### src/rtl/combi_mem_pkg.sv
// Shared definitions for the memory-stage load/store path.
// Holds the access-size and FSM state encodings, plus the alignment and
// byte-enable helpers used by both the FSM and the lane logic.
package combi_mem_pkg;

  typedef enum logic [1:0] {
    MEM_B = 2'b00,
    MEM_H = 2'b01,
    MEM_W = 2'b10
  } mem_size_t;

  typedef enum logic [1:0] {
    IDLE = 2'b00,
    REQ  = 2'b01,
    RESP = 2'b10,
    DONE = 2'b11
  } mem_state_t;

  // The unused size code 2'b11 behaves exactly like a word access.
  function automatic mem_size_t decode_size(input logic [1:0] code);
    case (code)
      2'b00:   return MEM_B;
      2'b01:   return MEM_H;
      default: return MEM_W;
    endcase
  endfunction

  function automatic logic misaligned(input logic [1:0] off, input mem_size_t size);
    case (size)
      MEM_H:   return off[0];
      MEM_W:   return (off != 2'b00);
      default: return 1'b0;
    endcase
  endfunction

  function automatic logic [3:0] byte_enable(input logic [1:0] off, input mem_size_t size);
    case (size)
      MEM_B:   return 4'b0001 << off;
      MEM_H:   return 4'b0011 << off;
      default: return 4'b1111;
    endcase
  endfunction

endpackage

### src/rtl/mem_lane.sv
// Byte-lane steering for little-endian data memory accesses.
// Store side: byte enables and lane-replicated write data.
// Load side: shifts the addressed bytes down and sign/zero extends them.
// Ports:
//   i_st_offset, i_st_size, i_st_wdata -> o_be, o_wdata
//   i_ld_offset, i_ld_size, i_ld_signed, i_ld_rdata -> o_rdata
import combi_mem_pkg::*;

module mem_lane (
  input  logic [1:0]  i_st_offset,
  input  mem_size_t   i_st_size,
  input  logic [31:0] i_st_wdata,
  output logic [3:0]  o_be,
  output logic [31:0] o_wdata,
  input  logic [1:0]  i_ld_offset,
  input  mem_size_t   i_ld_size,
  input  logic        i_ld_signed,
  input  logic [31:0] i_ld_rdata,
  output logic [31:0] o_rdata
);

  // Only the low halfword of the shifted word is ever extracted.
  logic [15:0] w_ldShift;
  assign w_ldShift = 16'(i_ld_rdata >> {i_ld_offset, 3'b000});

  // Replicating the store data across lanes lets the byte enables alone
  // select which bytes memory actually writes.
  always_comb begin
    o_be = byte_enable(i_st_offset, i_st_size);
    case (i_st_size)
      MEM_B:   o_wdata = {4{i_st_wdata[7:0]}};
      MEM_H:   o_wdata = {2{i_st_wdata[15:0]}};
      default: o_wdata = i_st_wdata;
    endcase
  end

  always_comb begin
    case (i_ld_size)
      MEM_B:   o_rdata = {{24{i_ld_signed & w_ldShift[7]}}, w_ldShift[7:0]};
      MEM_H:   o_rdata = {{16{i_ld_signed & w_ldShift[15]}}, w_ldShift};
      default: o_rdata = i_ld_rdata;
    endcase
  end

endmodule

### src/rtl/mem_access_m.sv
// Memory-stage load/store unit.
// Captures an execute-stage access, runs it over a req/gnt/rvalid data-memory
// bus and returns extended load data. MemBusyM stalls the pipeline while the
// access is in flight. Misaligned accesses and bus timeouts retire with MemErrM.
// Ports:
//   clk, rst (async, active low)
//   ALUResultE, WriteDataE, MemWriteE, MemReadE, MemSizeE, MemSignedE : request
//   MemBusyM, MemDoneM, MemErrM, ReadDataM                            : status/data
//   dmem_req, dmem_we, dmem_addr, dmem_be, dmem_wdata                 : bus out
//   dmem_gnt, dmem_rvalid, dmem_rdata                                 : bus in
import combi_mem_pkg::*;

module mem_access_m #(
  parameter int MAX_WAIT = 16,
  parameter int WAIT_W   = 5
) (
  input  logic        clk,
  input  logic        rst,
  input  logic [31:0] ALUResultE,
  input  logic [31:0] WriteDataE,
  input  logic        MemWriteE,
  input  logic        MemReadE,
  input  logic [1:0]  MemSizeE,
  input  logic        MemSignedE,
  output logic        MemBusyM,
  output logic        MemDoneM,
  output logic        MemErrM,
  output logic [31:0] ReadDataM,
  output logic        dmem_req,
  output logic        dmem_we,
  output logic [31:0] dmem_addr,
  output logic [3:0]  dmem_be,
  output logic [31:0] dmem_wdata,
  input  logic        dmem_gnt,
  input  logic        dmem_rvalid,
  input  logic [31:0] dmem_rdata
);

  mem_state_t        r_state;
  logic [WAIT_W-1:0] r_wait;
  logic              r_we;
  logic [1:0]        r_off;
  mem_size_t         r_size;
  logic              r_signed;
  logic              r_err;
  logic [31:0]       r_rdata;
  logic              r_req;
  logic [31:0]       r_addr;
  logic [3:0]        r_be;
  logic [31:0]       r_wdata;

  mem_size_t   w_sizeE;
  logic        w_misE;
  logic        w_accept;
  logic        w_timeout;
  logic [3:0]  w_be;
  logic [31:0] w_wdata;
  logic [31:0] w_rdata;

  assign w_sizeE   = decode_size(MemSizeE);
  assign w_misE    = misaligned(ALUResultE[1:0], w_sizeE);
  assign w_accept  = ((r_state == IDLE) || (r_state == DONE)) && (MemReadE || MemWriteE);
  // Counter value of the last allowed wait cycle: the MAX_WAIT-th cycle spent
  // in REQ or RESP without the awaited handshake aborts the access.
  assign w_timeout = (r_wait == WAIT_W'(MAX_WAIT - 1));

  // Store lanes come straight from the execute-stage inputs so they can be
  // registered at capture; load extraction uses the captured offset/size.
  mem_lane u_lane (
    .i_st_offset (ALUResultE[1:0]),
    .i_st_size   (w_sizeE),
    .i_st_wdata  (WriteDataE),
    .o_be        (w_be),
    .o_wdata     (w_wdata),
    .i_ld_offset (r_off),
    .i_ld_size   (r_size),
    .i_ld_signed (r_signed),
    .i_ld_rdata  (dmem_rdata),
    .o_rdata     (w_rdata)
  );

  // Access sequencer. DONE behaves like IDLE for acceptance so back-to-back
  // accesses retire without a bubble. Handshakes take priority over timeout
  // when both land in the same cycle.
  always_ff @(posedge clk or negedge rst) begin
    if (!rst) begin
      r_state  <= IDLE;
      r_wait   <= '0;
      r_we     <= 1'b0;
      r_off    <= 2'b00;
      r_size   <= MEM_B;
      r_signed <= 1'b0;
      r_err    <= 1'b0;
      r_rdata  <= '0;
      r_req    <= 1'b0;
      r_addr   <= '0;
      r_be     <= '0;
      r_wdata  <= '0;
    end else begin
      r_err <= 1'b0;
      case (r_state)
        IDLE, DONE: begin
          if (w_accept) begin
            r_we     <= MemWriteE;
            r_off    <= ALUResultE[1:0];
            r_size   <= w_sizeE;
            r_signed <= MemSignedE;
            r_addr   <= {ALUResultE[31:2], 2'b00};
            r_be     <= w_be;
            r_wdata  <= w_wdata;
            r_rdata  <= '0;
            r_wait   <= '0;
            if (w_misE) begin
              r_state <= DONE;
              r_err   <= 1'b1;
            end else begin
              r_state <= REQ;
              r_req   <= 1'b1;
            end
          end else begin
            r_state <= IDLE;
          end
        end
        REQ: begin
          if (dmem_gnt) begin
            r_req   <= 1'b0;
            r_wait  <= '0;
            r_state <= r_we ? DONE : RESP;
          end else if (w_timeout) begin
            r_req   <= 1'b0;
            r_err   <= 1'b1;
            r_rdata <= '0;
            r_state <= DONE;
          end else begin
            r_wait <= r_wait + WAIT_W'(1);
          end
        end
        RESP: begin
          if (dmem_rvalid) begin
            r_rdata <= w_rdata;
            r_state <= DONE;
          end else if (w_timeout) begin
            r_err   <= 1'b1;
            r_rdata <= '0;
            r_state <= DONE;
          end else begin
            r_wait <= r_wait + WAIT_W'(1);
          end
        end
        default: r_state <= IDLE;
      endcase
    end
  end

  assign MemBusyM   = (r_state == REQ) || (r_state == RESP);
  assign MemDoneM   = (r_state == DONE);
  assign MemErrM    = r_err;
  assign ReadDataM  = r_rdata;
  assign dmem_req   = r_req;
  assign dmem_we    = r_we;
  assign dmem_addr  = r_addr;
  assign dmem_be    = r_be;
  assign dmem_wdata = r_wdata;

endmodule

### config.mk
export PLATFORM = sky130hd
export DESIGN_NAME = mem_access_m
export DESIGN_NICKNAME = d
export VERILOG_FILES = /design/src/rtl/combi_mem_pkg.sv /design/src/rtl/mem_lane.sv /design/src/rtl/mem_access_m.sv
export SDC_FILE = /design/constraint.sdc
export NUM_CORES = 1
export LEC_CHECK = 0
export ABC_AREA = 0
export ABC_CLOCK_PERIOD_IN_PS = 2000
export BUFFER_PORTS_ARGS = -buffer_cell sky130_fd_sc_hd__buf_2
export CORE_MARGIN = 2
export CORE_UTILIZATION = 46
export DETAILED_ROUTE_END_ITERATION = 10
export PLACE_DENSITY = 0.77
export SLEW_MARGIN = 10
export SYNTH_ARGS = -nofsm -noshare
export SYNTH_HDL_FRONTEND = slang
export SYNTH_HIERARCHICAL = 1
export SYNTH_SLANG_ARGS = --single-unit
### constraint.sdc
create_clock -name clk -period 2 [get_ports clk]
set_input_delay 0.1 -clock clk [delete_from_list [all_inputs] [get_ports clk]]
set_output_delay 0.1 -clock clk [all_outputs]
set_load 0.05 [all_outputs]
==> impl_summary.log <==
[metrics] status: finished, final reports clean
[metrics] data arrival time at the worst-slack endpoint: 2280 ps
[metrics] Post-Route Utilization: 0.6475
[metrics] total global-route track usage: 0.2611
[metrics] cells after synthesis: 547
[metrics] pre-CTS WS: -6.561 ps
[metrics] cell type of the slowest stage on the worst timing path: sky130_fd_sc_hd__mux4_2
[metrics] first-pass GRT wire length: 29.63 mm
[metrics] CP Cell Sequence: mux4_2, o211ai_4, buf_12, o21ai_0, and3_1, a221o_1
[metrics] cell types with the largest area share after synthesis: sky130_fd_sc_hd__dfrtp_1 (46%), sky130_fd_sc_hd__mux2_2 (17%), sky130_fd_sc_hd__and3_1 (6.5%)
[metrics] Initial Utilization: 0.4699
[metrics] commonest cells in the synthesized netlist: sky130_fd_sc_hd__dfrtp_1 (113), sky130_fd_sc_hd__mux2_2 (92), sky130_fd_sc_hd__and3_1 (64)
[metrics] total number of yosys warnings: 6
[metrics] fillcell total: 975
[metrics] Hold Worst Slack: 30.47 ps
[metrics] Core Rows: 42
[metrics] Core Area: 13,190 sq um
[metrics] number of antenna diodes: 0
[metrics] biggest area consumer among synthesized cells: sky130_fd_sc_hd__dfrtp_1
[metrics] GRT overflow: 0
[metrics] Post-synth EDFFs: 0
[metrics] Clock Sink Count: 113
[metrics] signed area change from the synthesized netlist to the final layout: 37.79%
[metrics] total half-perimeter wirelength after legalization and detailed placement: 12.16 mm
[metrics] leakage power total: 0.004366 uW
[metrics] Clock H-tree levels: 4
[metrics] Primary FF master, synth: sky130_fd_sc_hd__dfrtp_1
[metrics] setup repair after global routing missed its margin: true
[metrics] floorplan die area: 14,420 sq um
[metrics] Worst slew margin: 0.6164
[metrics] top-area cell type share of the netlist area: 0.4562
[metrics] Die Ht: 120.1 microns
[metrics] Max rail drop VDD: 1.520 mV
[metrics] Synth async-reset ratio: 1.000
[metrics] Worst Skew: 6.644 ps
[metrics] sequential share of the synthesized area: 0.4562
[metrics] crit path time final: 1986 ps
[metrics] synthesis-stage register bit count: 113
[metrics] pin count of the biggest net entering global routing: 76
[metrics] worst-path maximum fanout: 16
[metrics] portion of the clock cycle consumed by the worst path in the final layout: 0.9932
[metrics] clock insertion delay at the later pin of the skew report: 410 ps
[metrics] kind of start point of the critical path: register
[metrics] worst reg2reg setup slack: 10 ps
[metrics] measured slew at the worst slew-check pin: 573.2 ps
[metrics] Routed Antenna Nets: 0
[metrics] TritonCTS Buffers: 17
[metrics] fraction of layout cells with a size suffix above 1: 0.4639
[metrics] post-detailed-routing wire length: 18.37 mm
[metrics] endpoint type of the worst setup path: register
[metrics] combined area of the multi-input logic cells: 3032 sq um
[metrics] final number of setup-violating endpoints: 0
[metrics] Cell Area, Synth: 6198 sq um
[metrics] via count of the first global-routing pass: 5,793
[metrics] final number of hold-violating endpoints: 0
[metrics] starting DRC count in detailed routing: 467
[metrics] width of the die: 120.1 microns
[metrics] number of nets in the finished design: 901
[metrics] remaining routing DRC violations: 0
[metrics] CTS tree: built
[metrics] clock input transition at the sequential cells of the worst setup and hold paths: 60 ps
[metrics] via count: 5,586
[metrics] Yosys cell types: 56
[metrics] power density over the cells: 1871 nW/um^2
[metrics] Post-Synthesis Mean Instance Area: 11.33 sq um
[metrics] routability cong.: 0.9314
[metrics] maximum buffer depth of the clock tree: 2
[metrics] count of max-cap constraint violations: 0
[metrics] data required time of the worst path: 2300 ps
[metrics] WS Path Type: reg -> reg
[metrics] worst stage delay on the critical path: 590 ps
[metrics] kind of path behind the tightest hold check: in -> reg
[metrics] worst setup margin: 13.51 ps
[metrics] pins over their slew limit: 0
[metrics] cell chosen for the clock root: sky130_fd_sc_hd__clkbuf_16
[metrics] antenna violations before repair: 0
[metrics] fmax: 503.4 MHz
[metrics] detailed-route vias per instance: 5.700
[metrics] Buffers on Ports: 207
[metrics] number of optimization iterations in the first detailed-route pass: 5
[metrics] area of all sequential standard cells: 2830 sq um
[metrics] per-cell routed wire length: 18.74 microns
[metrics] I/O pin count: 210
[metrics] most used standard cell by instance count after synthesis: sky130_fd_sc_hd__dfrtp_1
## final timing paths
path                                     start             end  depth (start not counted)
worst max-delay path                  r_off[0]   ReadDataM[28]                          6
worst min-delay path            WriteDataE[27]  dmem_wdata[27]                          4
worst max register to register        r_off[0]   ReadDataM[28]                          6
worst min register to register   dmem_addr[20]   dmem_addr[20]                          1
max in group asynchronous                  rst   dmem_addr[25]                          3
min in group asynchronous                  rst   ReadDataM[29]                          2
## where the power goes
| group | switching [uW] | internal (uW) |
|---|---|---|
| Sequential | 600 | 3220 |
| Clock | 1060 | 2240 |
| Combinational | 5800 | 3050 |
| Total | 7460 | 8520 |
## cell usage in the layout, fill, tap and decap left out, drive strengths merged, types with 2 or more instances in the layout
cell / count
a21oi: 4
a221o: 34
a221oi: 5
a22o: 3
a22oi: 6
a31oi: 2
and2: 2
and3: 64
buf: 236
bufinv: 4
clkbuf: 23
clkinv: 3
conb: 2
dfrtp: 113
dlygate4sd3: 41
ha: 4
inv: 12
mux2: 93
mux2i: 11
nand2: 45
nand2b: 4
nand3: 2
nand3b: 3
nand4b: 2
nor2: 5
nor2b: 6
o2111ai: 2
o211a: 3
o211ai: 4
o21ai: 32
o21bai: 4
o2bb2ai: 3
o311ai: 2
o31ai: 7
o32ai: 2
## metal layers
layer / GRT usage / part of all wire
met1: 0.3119 / 0.39
met4: 0.1096 / 0.026
met5: 0 / 0
met3: 0.07985 / 0.090
met2: 0.4364 / 0.50
## critical path, delay by kind of cell (launching register included)
kind                   cells  cell delay (ps)
multiplexers               1              590
AO/OA/AOI/OAI              3              580
flip-flops                 1              360
AND/OR/NAND/NOR            1              170
buffers and inverters      1              160
## per-stage QoR
stage	power, uW	area (sq um)	TNS, ps	std cells
global placement	12220	7436	0	907
floorplan	10270	6202	0	548
finish	15980	8541	0	980
CTS	15900	8514	0	980
global route	16740	8541	-129.8	980
detailed placement	12430	7436	-11.96	907
## flip-flops by register name, indices dropped and copies added, names as in the netlist
register    count
r_size          2
MemErrM         1
dmem_req        1
r_signed        1
dmem_we         1
dmem_addr      30
dmem_wdata     32
r_wait          5
dmem_be         4
ReadDataM      32
r_state         2
r_off           2
## kinds of logic after synthesis
logic type | synth area share
fa+ha+maj | 0.008075
flops | 0.4562
other cells | 0.0006050
simple gates | 0.1280
mux | 0.1910
buf+inv | 0.05975
compound gates | 0.1564
## cell type report
cell class              instances  area share
clock inverters                 8     0.01758
clock buffers                  23     0.05831
multi-input cells             371      0.3550
repair buffers                277      0.2067
inverters                      12    0.005274
flip-flops and latches        113      0.3314
well taps                     176     0.02578
## repair_timing
action,in CTS,in global routing
pin swaps,1,2
gates resized for setup,0,11
endpoints found under the setup margin,5,46
cloned,0,0
hold buffers,41,0
buffers inserted,1,0
hold endpoints to repair,153,0
Note: power is estimated with default switching activity, not from simulation.
